**config.mk**
```make
export PLATFORM = sky130hd
export DESIGN_NAME = twos_to_signmag
export DESIGN_NICKNAME = d
export VERILOG_FILES = /design/src/rtl/twos_to_signmag.sv
export SDC_FILE = /design/constraint.sdc
export NUM_CORES = 1
export LEC_CHECK = 0
export ABC_AREA = 0
export CAP_MARGIN = 20
export CORE_MARGIN = 1
export CORE_UTILIZATION = 27
export DETAILED_ROUTE_END_ITERATION = 16
export PLACE_DENSITY = 0.57
export SETUP_SLACK_MARGIN = 0.15
export SKIP_CTS_REPAIR_TIMING = 1
export SLEW_MARGIN = 20
export SYNTH_ARGS = -nofsm -noshare
export SYNTH_HDL_FRONTEND = slang
export SYNTH_SLANG_ARGS = --single-unit
```
**constraint.sdc**
```tcl
create_clock -name clk -period 1.9 [get_ports clk]
set_input_delay 0.285 -clock clk [delete_from_list [all_inputs] [get_ports clk]]
set_output_delay 0.285 -clock clk [all_outputs]
set_load 0.1 [all_outputs]
```
**src/rtl/twos_to_signmag.sv**
```systemverilog
// twos_to_signmag
// Bit-serial decoder that turns a WIDTH-bit two's-complement operand into a
// sign flag plus an unsigned magnitude. Bits are walked LSB-first: every bit
// up to and including the first 1 is copied, and for negative operands every
// later bit is inverted. Positive operands take the same walk without the
// inversion, so the latency never depends on the data.
// A valid/ready handshake sits on each side. sign/mag/zero are registered and
// keep the last result until the next one is produced.

module twos_to_signmag #(
    parameter int WIDTH = 8
) (
    input  logic             clk,
    input  logic             rst,
    input  logic             in_valid,
    output logic             in_ready,
    input  logic [WIDTH-1:0] in,
    output logic             out_valid,
    input  logic             out_ready,
    output logic             sign,
    output logic [WIDTH-1:0] mag,
    output logic             zero
);

    localparam int COUNT_W = (WIDTH > 2) ? $clog2(WIDTH) : 1;

    typedef enum logic [1:0] {
        IDLE  = 2'd0,
        SHIFT = 2'd1,
        DONE  = 2'd2
    } state_t;

    state_t state;
    state_t state_next;

    logic [WIDTH-1:0]   shreg;
    logic [WIDTH-2:0]   work;
    logic [COUNT_W-1:0] count;
    logic               sign_r;
    logic               seen_one;
    logic               nz;

    logic               cur_bit;
    logic               out_bit;
    logic [WIDTH-1:0]   shifted;
    logic               last_shift;

    // Per-cycle serial step: decide the outgoing bit and form the shifted work value
    always_comb begin
        cur_bit    = shreg[0];
        out_bit    = (sign_r & seen_one) ? ~cur_bit : cur_bit;
        shifted    = {out_bit, work};
        last_shift = (count == COUNT_W'(WIDTH - 1));
    end

    // State register; reset aborts any operation in flight
    always_ff @(posedge clk or posedge rst) begin
        if (rst) begin
            state <= IDLE;
        end else begin
            state <= state_next;
        end
    end

    // Next-state logic: accept in IDLE, shift WIDTH cycles, hold result until consumed
    always_comb begin
        state_next = state;
        case (state)
            IDLE:    if (in_valid)   state_next = SHIFT;
            SHIFT:   if (last_shift) state_next = DONE;
            DONE:    if (out_ready)  state_next = IDLE;
            default:                 state_next = IDLE;
        endcase
    end

    // Handshake outputs are decoded from state alone, with no path from the inputs
    always_comb begin
        in_ready  = (state == IDLE);
        out_valid = (state == DONE);
    end

    // Datapath: load the operand on accept, walk it serially, publish on the last shift
    always_ff @(posedge clk or posedge rst) begin
        if (rst) begin
            shreg    <= '0;
            work     <= '0;
            count    <= '0;
            sign_r   <= 1'b0;
            seen_one <= 1'b0;
            nz       <= 1'b0;
            sign     <= 1'b0;
            mag      <= '0;
            zero     <= 1'b0;
        end else begin
            case (state)
                IDLE: begin
                    if (in_valid) begin
                        shreg    <= in;
                        sign_r   <= in[WIDTH-1];
                        seen_one <= 1'b0;
                        count    <= '0;
                        nz       <= 1'b0;
                    end
                end
                SHIFT: begin
                    shreg    <= shreg >> 1;
                    work     <= shifted[WIDTH-1:1];
                    seen_one <= seen_one | cur_bit;
                    nz       <= nz | cur_bit;
                    count    <= count + COUNT_W'(1);
                    if (last_shift) begin
                        sign <= sign_r;
                        mag  <= shifted;
                        zero <= ~(nz | cur_bit);
                    end
                end
                default: begin
                end
            endcase
        end
    end

endmodule

```
==> qor.tcl <==
set qor(achievable-frequency_ghz) 0.6331
set qor(vias_after_detailed_routing) 954
set qor(synth_cell_type_count) 26
set qor(clock_sinks) 33
set qor(period_needed_ns) 1.579
set qor(synth_area_per_cell_sq_um) 12.84
set qor(gr-total-overflow) 0
set qor(antenna_cells) 0
set qor(die_h_um) 74.97
set qor(dpl-instance-area_sq_um) 1722
set qor(clock_tree.root_cell) {clkbuf_8}
set qor(timing.critical_path.to_type) {output pin}
set qor(maxCapViolCount) 0
set qor(finalMaxSlewViolations) 0
set qor(global_route_wire_length_before_repair_um) 4754
set qor(sequential_cell_area_sq_um) 827.0
set qor(cp_data_required_time_ns) 1.62
set qor(drt_pass1_iterations) 4
set qor(r2r.worst_path.cells) 4
set qor(clkSlewWorstSetupHoldPaths_ns) 0.07
set qor(routabilityCongestion) 0.7848
set qor(cts.htree.levels) 2
set qor(routedWlPerCell_um) 12.93
set qor(min_period_over_period_pct) 83.13
set qor(reg2reg_to) {mag[6]$_DFFE_PP0P_}
set qor(synth_seq_area_share_pct) 57.44
set qor(hold_viol) 0
set qor(place.detailed.hpwl_um) 1922
set qor(multiInputGateArea_sq_um) 545.5
set qor(drt.antenna.violating_nets) 0
set qor(worstReg2RegStart) {count[0]$_DFFE_PP0P_}
set qor(worst-r2r-setup-slack_ns) 0.37
set qor(rows) 26
set qor(post-route-drc-count) 0
set qor(syn_to_final_growth_pct) 25.59
set qor(tritoncts_clock_tree) {built}
set qor(hold_class) {in2async}
set qor(grt_setup_unrepaired) {false}
set qor(synthesis.area_sq_um) 1438
set qor(ios) 24
set qor(initial_utilization_pct) 28.15
set qor(place.port_buffers) 23
set qor(synthXorXnorAreaFrac_pct) 0.6092
set qor(grt_start_max_net_pins) 34
set qor(yosys.area_share.adder_pct) 1.741
set qor(synthSimpleGateAreaFrac_pct) 9.487
set qor(die_area_sq_um) 5621
set qor(final_design_area_no_fill_sq_um) 1805
set qor(synthesis.nets) 126
set qor(vias_per_cell) 4.521
set qor(cts_buffer_count) 5
set qor(outcome) {completed}
set qor(layout-drive-gt1-share_pct) 29.79
set qor(synth_compound_gate_area_share_pct) 12.18
set qor(wl_um) 2729
set qor(start_kind) {register}
set qor(antenna_found_initial) 0
set qor(worst_slew_margin_rel_pct) 65.42
set qor(track_usage_pct) 11.76
set qor(tns_ns) 0
set qor(max_slew.worst_pin.slew_ns) 0.5187
set qor(worstPathArrival_ns) 1.29
set qor(path_max_fanout) 16
set qor(finish.net_count) 154
set qor(muxShareOfSynthArea_pct) 13.58
set qor(number_of_global_route_vias_before_repair) 993
set qor(detail_route.iter0.violations) 71
set qor(yosys_warnings) 0
set qor(placeableCoreArea_sq_um) 5107
set qor(worst_hold_slack_across_all_endpoints_ns) 0.3888
set qor(clkLatencyLatePin_ns) 0.29
set qor(max-clock-path-buffers) 2
set qor(finalClockSkew_ns) 0.006837
set qor(nFillCells) 531
set qor(synth_cells) 112
set qor(finalSetupViolations) 0
set qor(worstSetupPathType) {reg2out}
set qor(synth_top_family_by_area) {multiplexers}
set qor(die_w_um) 74.97
set qor(synth.ff_latch_count) 33
worst max-delay path, stage by stage (launching register included):
cell and delay, ns:
dfrtp_1 0.56, nor2_2 0.25, buf_12 0.20
Yosys cell counts, drive strengths merged:
cell      n  area share, %
o21ai     4            1.4
inv       6            1.6
a2bb2oi   3            1.8
nand3b    1            1.4
nor2      7            2.0
o31ai     2            1.0
buf       4            3.4
nand2b    3            1.3
nand3     1           0.35
o22ai     4            1.7
nand2    11            2.9
dfrtp    33             57
a21oi     3            1.0
o22a      2            1.2
ha        2            1.7
nor2b     2           0.87
a22oi     3            1.6
o21bai    1           0.52
and2b     1           0.70
xor2      1           0.61
mux2     15             14
o221ai    1           0.61
a22o      2            1.2
how the worst max path moves through the flow:
stage / startpoint / endpoint / slack, ns / cells past startpoint
finish: state[0]$_DFFE_PP0P_ / in_ready / 0.32 / 2
global route: state[0]$_DFFE_PP0P_ / in_ready / 0.26 / 2
CTS: state[1]$_DFFE_PP0P_ / out_valid / 0.23 / 3
detailed placement: in_valid / shreg[5]$_DFFE_PP0P_ / 0.28 / 3
global placement: in_valid / shreg[5]$_DFFE_PP0P_ / 0.36 / 3
floorplan: state[0]$_DFFE_PP0P_ / shreg[7]$_DFFE_PP0P_ / 0.16 / 4
cell type report:
type / count / area share [%]
clock buffer: 6 / 4.019
clock inverter: 2 / 0.5544
inverter: 6 / 1.247
multi-input combinational: 69 / 30.21
sequential: 33 / 45.81
tap: 70 / 4.851
timing repair buffer: 25 / 13.31
flip-flops by register name (all words and copies together), names as in the netlist:
register / flops
state: 2
mag: 8
sign: 1
count: 3
seen_one: 1
nz: 1
sign_r: 1
work: 7
zero: 1
shreg: 8
placed cells by master (no fill, tap or decap), drive strengths merged, types with 2 or more instances in the layout:
cell type,count
dfrtp,33
mux2,15
buf,14
nand2,11
clkdlybuf4s50,11
nor2,7
inv,6
clkbuf,6
o22ai,4
o21ai,4
nand2b,3
a2bb2oi,3
a22oi,3
a21oi,3
o22a,2
nor2b,2
a22o,2
o31ai,2
ha,2
clkinv,2
routing by layer:
layer  vias up  GRT usage, %  part of all wire, %
met5         -             0                    0
met4         0         6.289                  2.2
met3         7         4.016                  4.4
met2        24         18.42                   48
met1       474         14.29                   45
li1        449             -                    -
logic make-up (layout without fill, tap and decap cells):
logic type                 after synthesis  after routing
DFF                                     33             33
and+or+nand+nor                         26             26
AOI/OAI and AO/OA                       25             25
muxes                                   15             15
buffers and inverters                   10             39
adders and majority gates                2              2
xor gates and xnor gates                 1              1
per-stage QoR:
stage / setup slack, ns / cells / util, %
final: 0.3206 / 211 / 35.35
after global routing: 0.2612 / 211 / 35.35
after CTS: 0.2318 / 211 / 35.33
after detailed placement: 0.2830 / 203 / 33.71
after global placement: 0.3608 / 203 / 33.71
after floorplan: 0.1590 / 112 / -
Power is not shown: default switching activity piles up to over one toggle a cycle in this logic, so the estimate is an artifact.
